--- config.mk ---
export PLATFORM = sky130hd
export DESIGN_NAME = rr_lane_scheduler_flat
export DESIGN_NICKNAME = d
export VERILOG_FILES = /design/src/rtl/rr_lane_scheduler_if.sv /design/src/rtl/rr_lane_scheduler.sv /design/src/flat_wrapper.sv
export SDC_FILE = /design/constraint.sdc
export NUM_CORES = 1
export LEC_CHECK = 0
export ABC_AREA = 1
export CORE_MARGIN = 5
export CORE_UTILIZATION = 40
export DETAILED_ROUTE_END_ITERATION = 10
export PLACE_DENSITY = 0.8
export RECOVER_POWER = 100
export SLEW_MARGIN = 20
export SYNTH_ARGS = -nofsm -noshare
export SYNTH_HDL_FRONTEND = slang
export SYNTH_SLANG_ARGS = --single-unit
export TNS_END_PERCENT = 1
--- constraint.sdc ---
create_clock -name clk_f -period 3.51 [get_ports clk_f]
set_input_delay 0.702 -clock clk_f [delete_from_list [all_inputs] [get_ports clk_f]]
set_output_delay 0.702 -clock clk_f [all_outputs]
set_load 0.02 [all_outputs]
--- src/rtl/rr_lane_scheduler_if.sv ---
// Lane bundle between four FWFT source FIFOs, the scheduler and the destination.
// The master side is the scheduler; the slave side is the source/destination environment.
interface rr_lane_scheduler_if #(
  parameter int DATA_W = 8
);
  logic [DATA_W-1:0] data_in_0;
  logic [DATA_W-1:0] data_in_1;
  logic [DATA_W-1:0] data_in_2;
  logic [DATA_W-1:0] data_in_3;
  logic [3:0]        fifo_empty;
  logic              dest_almost_full;
  logic [3:0]        pop;
  logic [DATA_W-1:0] data_out;
  logic              valid_out;
  logic [1:0]        grant_id;
  logic              active;

  modport master (
    input  data_in_0, data_in_1, data_in_2, data_in_3, fifo_empty, dest_almost_full,
    output pop, data_out, valid_out, grant_id, active
  );

  modport slave (
    output data_in_0, data_in_1, data_in_2, data_in_3, fifo_empty, dest_almost_full,
    input  pop, data_out, valid_out, grant_id, active
  );
endinterface

--- src/rtl/rr_lane_scheduler.sv ---
// Round-robin burst scheduler sharing one registered data lane among four FWFT FIFOs.
// Pop is combinational; popped word appears on the lane one cycle later; dest_almost_full stalls the grant in place.
module rr_lane_scheduler #(
  parameter int DATA_W    = 8,
  parameter int MAX_BURST = 4,
  parameter int CNT_W     = 3
) (
  input  logic                clk_f,
  input  logic                reset,
  rr_lane_scheduler_if.master lane
);

  typedef enum logic {IDLE, GRANT} state_t;

  state_t            state;
  logic [1:0]        grant_id;
  logic [CNT_W-1:0]  burst_cnt;
  logic [DATA_W-1:0] data_q;
  logic              valid_q;
  logic              active_q;

  logic [3:0]        pop_c;
  logic              popping;
  logic [1:0]        winner;
  logic              any_req;
  logic              burst_done;
  logic              rearb;
  logic [DATA_W-1:0] head;

  always_comb begin
    head = lane.data_in_0;
    case (grant_id)
      2'd0: head = lane.data_in_0;
      2'd1: head = lane.data_in_1;
      2'd2: head = lane.data_in_2;
      2'd3: head = lane.data_in_3;
      default: head = lane.data_in_0;
    endcase
  end

  // Scan from farthest to nearest so the source right after grant_id wins; current grantee is last.
  always_comb begin
    winner = grant_id;
    for (int k = 4; k >= 1; k--) begin
      if (!lane.fifo_empty[grant_id + 2'(k)]) winner = grant_id + 2'(k);
    end
  end

  assign any_req = ~&lane.fifo_empty;

  always_comb begin
    pop_c = '0;
    if (!reset && state == GRANT && !lane.fifo_empty[grant_id] && !lane.dest_almost_full)
      pop_c[grant_id] = 1'b1;
  end

  assign popping    = |pop_c;
  assign burst_done = (burst_cnt == CNT_W'(MAX_BURST - 1));
  // A stall (backpressure on a non-empty source) never re-arbitrates.
  assign rearb      = (popping && burst_done) || (!popping && lane.fifo_empty[grant_id]);

  always_ff @(posedge clk_f) begin
    if (reset) begin
      state     <= IDLE;
      grant_id  <= 2'd3;
      burst_cnt <= '0;
      data_q    <= '0;
      valid_q   <= 1'b0;
      active_q  <= 1'b0;
    end else begin
      valid_q <= popping;
      if (popping) data_q <= head;

      case (state)
        IDLE: begin
          if (any_req) begin
            grant_id  <= winner;
            burst_cnt <= '0;
            state     <= GRANT;
            active_q  <= 1'b1;
          end
        end
        GRANT: begin
          if (rearb) begin
            if (any_req) begin
              grant_id  <= winner;
              burst_cnt <= '0;
            end else begin
              state    <= IDLE;
              active_q <= 1'b0;
            end
          end else if (popping) begin
            burst_cnt <= burst_cnt + CNT_W'(1);
          end
        end
        default: begin
          state    <= IDLE;
          active_q <= 1'b0;
        end
      endcase
    end
  end

  assign lane.pop       = pop_c;
  assign lane.data_out  = data_q;
  assign lane.valid_out = valid_q;
  assign lane.grant_id  = grant_id;
  assign lane.active    = active_q;

endmodule

--- src/flat_wrapper.sv ---
// flat-port wrapper written by rule: the top's interface ports become plain ports
module rr_lane_scheduler_flat 
#(
  parameter int DATA_W    = 8,
  parameter int MAX_BURST = 4,
  parameter int CNT_W     = 3
)
  (clk_f, reset, lane_data_in_0, lane_data_in_1, lane_data_in_2, lane_data_in_3, lane_fifo_empty, lane_dest_almost_full, lane_pop, lane_data_out, lane_valid_out, lane_grant_id, lane_active);
  rr_lane_scheduler_if #(.DATA_W(DATA_W)) lane_i ();
  input  logic clk_f;
  input  logic reset;
  input wire logic [$bits(lane_i.data_in_0)-1:0] lane_data_in_0;
  input wire logic [$bits(lane_i.data_in_1)-1:0] lane_data_in_1;
  input wire logic [$bits(lane_i.data_in_2)-1:0] lane_data_in_2;
  input wire logic [$bits(lane_i.data_in_3)-1:0] lane_data_in_3;
  input wire logic [$bits(lane_i.fifo_empty)-1:0] lane_fifo_empty;
  input wire logic [$bits(lane_i.dest_almost_full)-1:0] lane_dest_almost_full;
  output wire logic [$bits(lane_i.pop)-1:0] lane_pop;
  output wire logic [$bits(lane_i.data_out)-1:0] lane_data_out;
  output wire logic [$bits(lane_i.valid_out)-1:0] lane_valid_out;
  output wire logic [$bits(lane_i.grant_id)-1:0] lane_grant_id;
  output wire logic [$bits(lane_i.active)-1:0] lane_active;
  assign lane_i.data_in_0 = lane_data_in_0;
  assign lane_i.data_in_1 = lane_data_in_1;
  assign lane_i.data_in_2 = lane_data_in_2;
  assign lane_i.data_in_3 = lane_data_in_3;
  assign lane_i.fifo_empty = lane_fifo_empty;
  assign lane_i.dest_almost_full = lane_dest_almost_full;
  assign lane_pop = lane_i.pop;
  assign lane_data_out = lane_i.data_out;
  assign lane_valid_out = lane_i.valid_out;
  assign lane_grant_id = lane_i.grant_id;
  assign lane_active = lane_i.active;
  rr_lane_scheduler #(.DATA_W(DATA_W), .MAX_BURST(MAX_BURST), .CNT_W(CNT_W)) u_core (.clk_f(clk_f), .reset(reset), .lane(lane_i));
endmodule
==> parameters.txt, run 1 <==
Parameter                              Value

Die
  I/O pin total    55
  Number of placement rows    19
  Core outline area    about 0.0027 mm^2
  Die boundary height    between 60 and 70 um
  Area of the die    roughly 0.0039 mm^2
  Initial standard-cell utilization of the core    slightly above 40%
  Die width    ~63 um

GRT
  Number of antenna violations at the first check in global routing    0
  Total global routing track utilization    between 10% and 20%
  Number of global-route vias before repair    approximately 1,300
  GR Overflow Total    0
  Global-route wire length before repair    5.430 mm
  Maximum number of pins on one net before global-route repair    21

Outcome
  Outcome    completed

Finish
  Post-route standard cell area excluding fillers    ~0.0017 mm^2
  Area used by multi-input combinational logic    between 600 and 700 um^2
  Final antenna diode count    0
  Fill cell count    247
  Total area of sequential cells    320.3 um^2
  Leading cell type in the layout, fill and taps excluded    sky130_fd_sc_hd__nand2_1
  Area growth, synth to finish    49.83%
  Highest-count cells in the layout ignoring fill and taps    sky130_fd_sc_hd__nand2_1, sky130_fd_sc_hd__clkdlybuf4s50_1, sky130_fd_sc_hd__dlygate4sd3_1
  Utilization of the core after routing    about three fifths
  Net count, final    between 200 and 300
  Fraction of layout instances using a drive strength above 1    8.920%

Critical path
  Nature of the critical path endpoint    primary output
  Worst path bufs/invs    2
  Slowest cell on the critical path    sky130_fd_sc_hd__dlygate4sd3_1
  Data arrival at the endpoint of the critical path    between 2000 and 3000 ps
  Maximum fanout count along the critical path    6
  Required time of the critical path    between 2000 and 3000 ps
  Critical path's most frequent cell    sky130_fd_sc_hd__dlygate4sd3_1
  Max stage delay on crit path    approximately 700 ps
  Worst Path Class, Setup    primary input to primary output
  Cells along the critical path    dlygate4sd3_1, nor3_2, nand2_1, nor2_1, dlygate4sd3_1
  Startpoint type of the worst setup path    primary input
  Family of cells with the greatest summed delay on the critical path    buffers and inverters

Clock tree
  Max Root-Sink Buffers    2
  H-Tree Level Count    1
  Root buffer cell    sky130_fd_sc_hd__clkbuf_4
  Clk sink count    16
  Clock Latency Late Sink    just under 300 ps
  Number of buffers inserted by post-CTS setup repair    0
  Clock slew seen by the registers of the worst setup and hold paths    around 100 ps
  # resized after CTS    0
  TritonCTS clock tree    yes
  CTS Hold Bufs    0
  Clock buffers created by TritonCTS    3

Synth
  Number of standard cells after synthesis    163
  Library cells used by synthesis    24
  Main combinational cell family by area after synthesis    simple AND/OR/NAND/NOR gates
  Post-synthesis sequential area ratio    between 20% and 30%
  Largest area contributor in the synthesized netlist    sky130_fd_sc_hd__dfxtp_1
  Complex-gate fraction of the synthesized area    21.89%
  Mapped Nets    209
  Number of flip-flops and latches in the synthesized netlist    16
  Most area-consuming cells after synthesis    sky130_fd_sc_hd__dfxtp_1, sky130_fd_sc_hd__nand2_1, sky130_fd_sc_hd__ha_1
  Summed instance area of the synthesized netlist    0.001115 mm^2
  Simple-Gate Fraction of Synth Area    about a third
  Synthesized-area fraction occupied by adder cells    slightly below 8%
  Synth top area share    28.73%
  Synthesized-area fraction occupied by xor and xnor cells    0%
  Mux share of post-synthesis cell area    0%
  Avg Synthesized Cell Area    6.839 um^2
  Yosys Warn Count    0

Routing
  Starting DRT DRC Count    38
  Wire length after detailed routing    3.331 mm
  Detail-routed net length per standard cell    around 14 um
  Via density    ~5.3
  Count of unresolved DRC violations after routing    0
  Antenna viol nets, final    0
  First-pass iteration count of the detailed router    4
  Vias after detailed routing    approximately 1,300

Power and ir drop
  P_leak    about 0.74 nW
  Worst vdd ir    0.0003526 V
  Net Sw Frac    between 40% and 50%
  P_sw    0.4150 mW
  Part of the total power dissipated in combinational logic    between 50 and 60%
  Total power consumption of the routed design    around 0.9 mW
  Clock network fraction of design power    between 10 and 15%
  Pwr per Cell Area    roughly 550 mW/mm^2
  Register share of total power    26.7%
  Internal portion of total power    between 0.5 and 0.6 mW

Place
  Placed inst area    between 0.0015 and 0.002 mm^2
  Routability Congestion    about 0.73
  Setup slack after placement    323.6 ps
  PortBufs    54
  Half-perimeter wire length after placement    about 2.6 mm

Timing
  Period utilisation layout    94.60%
  Maximum clock skew at final layout    between 5 and 6 ps
  Number of pins exceeding their max-slew limit in the final report    0
  Count of endpoints failing hold in the final timing report    0
  Highest attainable clock frequency    301.2 MHz
  PnR worst setup slack    around 190 ps
  Pin slew with the least headroom to its limit    548.6 ps
  Post-route setup TNS    0 ps
  Post-layout minimum cycle time    3321 ps
  RSZ-0062 raised after global routing    false
  Final Setup Violations    0
  Worst relative slew slack    around 63%

Worst hold path
  Min-delay worst type    flip-flop to flip-flop

Flow run
  Max cap viols    0
worst register-to-register path, delay by kind of cell (launching register included):
family                     cells  cell delay, ps
and+or+nand+nor                5             970
DFF                            1             500
adders and majority gates      1             340
AOI/OAI and AO/OA              1             310
buffers and inverters          1             170
synthesized netlist by cell type:
cell / n
sky130_fd_sc_hd__nand2_1: 52
sky130_fd_sc_hd__dfxtp_1: 16
sky130_fd_sc_hd__inv_1: 14
sky130_fd_sc_hd__nand3_1: 9
sky130_fd_sc_hd__o21ai_1: 9
sky130_fd_sc_hd__a31o_2: 8
sky130_fd_sc_hd__a31oi_1: 8
sky130_fd_sc_hd__ha_1: 7
sky130_fd_sc_hd__nor2_1: 6
sky130_fd_sc_hd__a21oi_1: 5
sky130_fd_sc_hd__clkbuf_1: 5
sky130_fd_sc_hd__nand4_1: 5
sky130_fd_sc_hd__o21ai_0: 4
sky130_fd_sc_hd__nand2_2: 2
sky130_fd_sc_hd__nand2_4: 2
sky130_fd_sc_hd__nand3_2: 2
sky130_fd_sc_hd__o211ai_2: 2
sky130_fd_sc_hd__a21oi_2: 1
sky130_fd_sc_hd__buf_1: 1
sky130_fd_sc_hd__buf_4: 1
sky130_fd_sc_hd__buf_6: 1
sky130_fd_sc_hd__inv_2: 1
sky130_fd_sc_hd__nor3_2: 1
sky130_fd_sc_hd__or2_1: 1
per-stage QoR:
stage	hold slack, ps	cells
after floorplan	436.8	163
after global placement	454.3	240
after detailed placement	456.5	240
after CTS	472.0	244
after global routing	516.8	244
final	470.7	244
routing by layer:
metal / track usage [%] / vias to the layer above / share of wire (%)
met5: 0 / - / 0
met4: 5.570 / 0 / 0.93
met3: 9.532 / 4 / 11
met2: 27.98 / 52 / 49
met1: 18.06 / 584 / 39
li1: - / 654 / -
state kept, by name, summed over array words and instances, names as in the netlist:
signal / cells
u_core.lane.data_out: 8
u_core.state: 1
u_core.lane.grant_id: 2
u_core.lane.active: 1
u_core.lane.valid_out: 1
u_core.burst_cnt: 3
final timing paths:
kind / from / to / slack [ps] / cells after the start
setup / recovery: reset / lane_pop[1] / 190 / 5
hold / removal: u_core.burst_cnt[1] / u_core.burst_cnt[1] / 470 / 2
setup reg to reg: u_core.lane.grant_id[1] / u_core.lane.grant_id[0] / 1120 / 8
hold reg to reg: u_core.burst_cnt[1] / u_core.burst_cnt[1] / 470 / 2
layout make-up:
type                            instances  share of cell area [%]
Timing Repair Buffer                   54                   32.36
Clock buffer                            4                   2.172
Tap cell                               31                   2.322
Multi-Input combinational cell        124                   40.60
Inverter                               15                   3.371
Sequential cell                        16                   19.18
power by group through the flow:
stage / combinational, mW / sequential, mW / clock (mW)
2_1_floorplan: 0.359 / 0.274 / 0
3_3_place_gp: 0.549 / 0.249 / 0
3_5_place_dp: 0.570 / 0.252 / 0
4_1_cts: 0.572 / 0.248 / 0.127
5_1_grt: 0.615 / 0.251 / 0.137
6_report: 0.552 / 0.246 / 0.125
cells by family (layout without fill, tap and decap cells):
kind of cell,count (synthesis),in the layout
AND/OR/NAND/NOR,80,80
flip-flops,16,16
AO/OA/AOI/OAI,37,37
buffers and inverters,23,73
adder cells (fa/ha/maj),7,7
(Power assumes the default switching activity.)
==> inputs of run 2 (changes only) <==
--- a/config.mk
+++ b/config.mk
@@ -9,6 +9,7 @@
 export CORE_MARGIN = 5
 export CORE_UTILIZATION = 40
 export DETAILED_ROUTE_END_ITERATION = 10
+export MAX_ROUTING_LAYER = met4
 export PLACE_DENSITY = 0.8
 export RECOVER_POWER = 100
 export SLEW_MARGIN = 20
==> run 2 against run 1 <==
  * Final cell count is the same
  * Design area unchanged
  * Non-clock buffer count stayed put
  * Maximum frequency barely moved
  * Critical path depth is the same
  * Via count rose by 0.85%
  * Die area did not move
  * Core utilization unchanged
  * Flip-flop and latch count did not move
  * Hold slack better by 1.2 ps
==> parameters.txt, run 2 (synthesized netlist as in run 1, its figures left out) <==
Parameter                              Value

Critical path
  Nature of the critical path endpoint    primary output
  Worst Path Class, Setup    primary input to primary output
  Cells along the critical path    dlygate4sd3_1, nor3_2, nand2_1, nor2_1, dlygate4sd3_1
  Required time of the critical path    roughly 2800 ps
  Worst path bufs/invs    2
  Max stage delay on crit path    ~700 ps
  Data arrival at the endpoint of the critical path    approximately 2600 ps
  Maximum fanout count along the critical path    6
  Family of cells with the greatest summed delay on the critical path    buffers and inverters
  Startpoint type of the worst setup path    primary input
  Critical path's most frequent cell    sky130_fd_sc_hd__dlygate4sd3_1
  Slowest cell on the critical path    sky130_fd_sc_hd__dlygate4sd3_1

Timing
  Maximum clock skew at final layout    4.066 ps
  Post-layout minimum cycle time    3319 ps
  Post-route setup TNS    0 ps
  Fin Hold WS    471.9 ps
  Number of pins exceeding their max-slew limit in the final report    0
  Pin slew with the least headroom to its limit    approximately 570 ps
  RSZ-0062 raised after global routing    false
  Period utilisation layout    between 90% and 100%
  Count of endpoints failing hold in the final timing report    0
  Final Setup Violations    0
  Worst relative slew slack    between 60% and 70%
  Highest attainable clock frequency    301.3 MHz

Finish
  Leading cell type in the layout, fill and taps excluded    sky130_fd_sc_hd__nand2_1
  Fraction of layout instances using a drive strength above 1    between 8 and 9%
  Area growth, synth to finish    49.83%
  Net count, final    260
  Final antenna diode count    0
  Number of flip-flops in the largest register    8
  Highest-count cells in the layout ignoring fill and taps    sky130_fd_sc_hd__nand2_1, sky130_fd_sc_hd__clkdlybuf4s50_1, sky130_fd_sc_hd__dlygate4sd3_1

Die
  Die boundary height    62.79 um
  I/O pin total    between 50 and 60
  Initial standard-cell utilization of the core    41.14%
  Number of placement rows    19
  Die width    roughly 63 um
  Core outline area    0.002710 mm^2
  Area of the die    slightly below 0.004 mm^2

Clock tree
  CTS Hold Bufs    0
  TritonCTS clock tree    yes
  Clock Latency Late Sink    approximately 290 ps
  Root buffer cell    sky130_fd_sc_hd__clkbuf_4
  Number of buffers inserted by post-CTS setup repair    0
  # resized after CTS    0
  Clk sink count    16
  Max Root-Sink Buffers    2
  Clock buffers created by TritonCTS    3
  Clock slew seen by the registers of the worst setup and hold paths    around 100 ps
  H-Tree Level Count    1

GRT
  Number of antenna violations at the first check in global routing    0
  Global-route wire length before repair    approximately 5.4 mm
  Number of global-route vias before repair    around 1,300
  GR Overflow Total    0
  Maximum number of pins on one net before global-route repair    21
  Total global routing track utilization    around 17%

Power and ir drop
  Pwr per Cell Area    552.3 mW/mm^2
  P_leak    between 0.7 and 0.8 nW
  Worst vdd ir    roughly 0.00035 V

Routing
  Count of unresolved DRC violations after routing    0
  Antenna viol nets, final    0
  Detail-routed net length per standard cell    ~14 um
  Starting DRT DRC Count    between 50 and 60
  Via density    around 5.3
  Vias after detailed routing    roughly 1,300
  First-pass iteration count of the detailed router    4
  Wire length after detailed routing    ~3.3 mm

Outcome
  Outcome    completed

Place
  PortBufs    54
  Half-perimeter wire length after placement    ~2.6 mm
  Routability Congestion    between 0.7 and 0.8

Flow run
  Max cap viols    0

Worst hold path
  Min-delay worst type    flip-flop to flip-flop
[run 2: area by class of cell]
type	instances	area, um^2
inverter	15	56.30
tap	31	38.79
clock buffer	4	36.28
multi-input combinational	124	678.2
sequential	16	320.3
fill	247	1040
timing repair buffer	54	540.5
[run 2: per-layer routing]
layer	routed length [um]	share of wire [%]	vias to the layer above	GRT usage (%)
met3	266	7.9	2	6.835
met1	1400	42	601	19.70
met4	21	0.63	0	5.570
met5	0	0	-	-
li1	-	-	653	-
met2	1660	50	49	27.98
[run 2: power breakdown]
group	total, mW	internal, mW	switching, mW
logic	0.552	0.233	0.319
clock network	0.124	0.0632	0.0608
registers	0.246	0.212	0.0343
total	0.923	0.508	0.415
[run 2: path summary, 6_finish.rpt]
| check | to | startpoint | depth (start not counted) | slack, ps |
|---|---|---|---|---|
| worst max register to register | u_core.lane.grant_id[0] | u_core.lane.grant_id[1] | 8 | 1100 |
| worst min-delay path | u_core.burst_cnt[1] | u_core.burst_cnt[1] | 2 | 470 |
| worst max-delay path | lane_pop[1] | reset | 5 | 190 |
| worst min register to register | u_core.burst_cnt[1] | u_core.burst_cnt[1] | 2 | 470 |
[run 2: metrics by stage]
step	util (%)	setup slack [ps]	cells	cell area (um^2)	total power, mW
final	61.63	191.1	244	1670	0.9226
after global routing	61.63	96.67	244	1670	1.002
after CTS	62.33	314.9	244	1689	0.9474
after detailed placement	60.99	323.6	240	1653	0.8220
after global placement	60.99	320.0	240	1653	0.7980
after floorplan	-	1416	163	1115	0.6334
[run 2: tightest hold or removal path: cells and delay by family, from the launching register on]
family | cells | cell delay, ps
simple gates | 1 | 60
compound gates | 1 | 50
flops | 1 | 330
==> inputs of run 3 (changes only) <==
--- a/config.mk
+++ b/config.mk
@@ -6,8 +6,10 @@
 export NUM_CORES = 1
 export LEC_CHECK = 0
 export ABC_AREA = 1
+export CORE_ASPECT_RATIO = 1.1
 export CORE_MARGIN = 5
 export CORE_UTILIZATION = 40
+export CTS_BUF_LIST = sky130_fd_sc_hd__clkbuf_4 sky130_fd_sc_hd__clkbuf_8 sky130_fd_sc_hd__clkbuf_16
 export DETAILED_ROUTE_END_ITERATION = 10
 export MAX_ROUTING_LAYER = met4
 export PLACE_DENSITY = 0.8
==> run 3 against run 2 <==
  * Die area barely moved
  * Via count fell by 4.8%
  * Routed wire length fell by 5.8%
  * Core utilization fell by 0.30 points
  * Clock skew fell by 3.4 ps
  * Register-to-register slack improved by 30 ps
  * Design area rose by 0.15%
  * Critical path depth did not move
  * Hold slack improved by 3.9 ps
  * Sequential share of layout area barely moved
  * Final cell count rose by 0.82%
  * Maximum frequency rose by 1.1%
==> parameters.txt, run 3 (synthesized netlist as in run 1, its figures left out) <==
Parameter                              Value

Critical path
  Required time of the critical path    between 2000 and 3000 ps
  Startpoint type of the worst setup path    primary input
  Nature of the critical path endpoint    primary output
  Maximum fanout count along the critical path    6
  Data arrival at the endpoint of the critical path    roughly 2600 ps
  Worst Path Class, Setup    primary input to primary output

GRT
  Number of antenna violations at the first check in global routing    0
  Number of global-route vias before repair    approximately 1,300
  GR Overflow Total    0
  Total global routing track utilization    ~18%
  Global-route wire length before repair    ~5.5 mm
  Maximum number of pins on one net before global-route repair    21

Clock tree
  CTS Hold Bufs    0
  Clock buffers created by TritonCTS    3
  Root buffer cell    sky130_fd_sc_hd__clkbuf_4
  Max Root-Sink Buffers    2
  Clock slew seen by the registers of the worst setup and hold paths    around 90 ps
  # resized after CTS    0
  H-Tree Level Count    1
  Clock Latency Late Sink    roughly 280 ps
  Clk sink count    16
  TritonCTS clock tree    yes
  Number of buffers inserted by post-CTS setup repair    0

Worst hold path
  Min-delay worst type    flip-flop to flip-flop

Power and ir drop
  Total power consumption of the routed design    0.9079 mW
  Worst vdd ir    around 0.00033 V
  Pwr per Cell Area    ~540 mW/mm^2
  P_leak    between 0.7 and 0.8 nW

Finish
  Fraction of layout instances using a drive strength above 1    under 10%
  Net count, final    260
  Fill cell count    approximately 250
  Final antenna diode count    0
  Highest-count cells in the layout ignoring fill and taps    sky130_fd_sc_hd__nand2_1, sky130_fd_sc_hd__clkdlybuf4s50_1, sky130_fd_sc_hd__dfxtp_1
  Utilization of the core after routing    a little over 60%
  Area growth, synth to finish    50.06%
  Number of flip-flops in the largest register    8
  Leading cell type in the layout, fill and taps excluded    sky130_fd_sc_hd__nand2_1

Timing
  Pin slew with the least headroom to its limit    about 570 ps
  Post-route setup TNS    0 ps
  Period utilisation layout    ~94%
  Number of pins exceeding their max-slew limit in the final report    0
  Fin Hold WS    around 480 ps
  Final Setup Violations    0
  RSZ-0062 raised after global routing    false
  Highest attainable clock frequency    304.5 MHz
  Post-layout minimum cycle time    roughly 3300 ps
  Worst relative slew slack    about three fifths
  Maximum clock skew at final layout    ~0.7 ps
  Count of endpoints failing hold in the final timing report    0

Die
  Initial standard-cell utilization of the core    between 40% and 50%
  Area of the die    0.003944 mm^2
  Die boundary height    approximately 65 um
  Die width    around 60 um
  Core outline area    about 0.0027 mm^2
  I/O pin total    55
  Number of placement rows    20

Routing
  Wire length after detailed routing    3.156 mm
  First-pass iteration count of the detailed router    4
  Antenna viol nets, final    0
  Count of unresolved DRC violations after routing    0
  Via density    5.053
  Detail-routed net length per standard cell    ~13 um
  Vias after detailed routing    around 1,200
  Starting DRT DRC Count    43

Place
  Half-perimeter wire length after placement    ~2.6 mm
  PortBufs    between 50 and 60
  Routability Congestion    0.7593

Flow run
  Max cap viols    0

Outcome
  Outcome    completed
run 3: cell count changes in the layout (fill, tap and decap cells not counted):
cell                              before  now
sky130_fd_sc_hd__o21ai_0              11   10
sky130_fd_sc_hd__dlygate4sd3_1        18   15
sky130_fd_sc_hd__clkdlybuf4s50_1      36   39
sky130_fd_sc_hd__o21ai_1               2    3
run 3: per-layer routing:
layer / global-route usage (%) / part of all wire (%) / vias up
li1: - / - / 647
met4: 0.8310 / 0 / 0
met2: 31.76 / 50 / 46
met3: 5.894 / 8.0 / 0
met5: - / 0 / -
met1: 21.15 / 42 / 550
run 3: final timing paths:
kind	from	to	slack (ps)	depth (start not counted)
worst max-delay path	reset	lane_pop[0]	230	5
worst min-delay path	u_core.burst_cnt[1]	u_core.burst_cnt[1]	480	2
worst min register to register	u_core.burst_cnt[1]	u_core.burst_cnt[1]	480	2
worst max register to register	u_core.lane.grant_id[1]	u_core.lane.grant_id[0]	1130	8
run 3: per-stage QoR:
step                      instance area (um^2)  std cells  setup slack, ps
after CTS                                 1692        246            299.1
after floorplan                           1115        163             1416
after detailed placement                  1655        242            302.2
after global placement                    1655        242            348.2
final                                     1673        246            226.2
after global routing                      1673        246            102.6
run 3: where the power goes:
| part | internal [mW] | leakage (nW) | switching (mW) |
|---|---|---|---|
| sequential | 0.212 | 0.131 | 0.0320 |
| combinational | 0.234 | 0.578 | 0.311 |
| clock | 0.0631 | 0.0210 | 0.0561 |
run 3: cell type report:
cell class | count | area, um^2 | area share [%]
Sequential cell | 16 | 320.3 | 19.15
Multi-Input combinational cell | 124 | 678.2 | 40.54
Inverter | 15 | 56.30 | 3.366
Timing Repair Buffer | 54 | 540.5 | 32.31
Tap cell | 33 | 41.29 | 2.468
Clock buffer | 4 | 36.28 | 2.169
run 3: worst max-delay path: stages:
cell,delay [ps]
sky130_fd_sc_hd__dlygate4sd3_1,630
sky130_fd_sc_hd__nor3_2,320
sky130_fd_sc_hd__nand2_1,150
sky130_fd_sc_hd__nor2_1,100
sky130_fd_sc_hd__dlygate4sd3_1,670
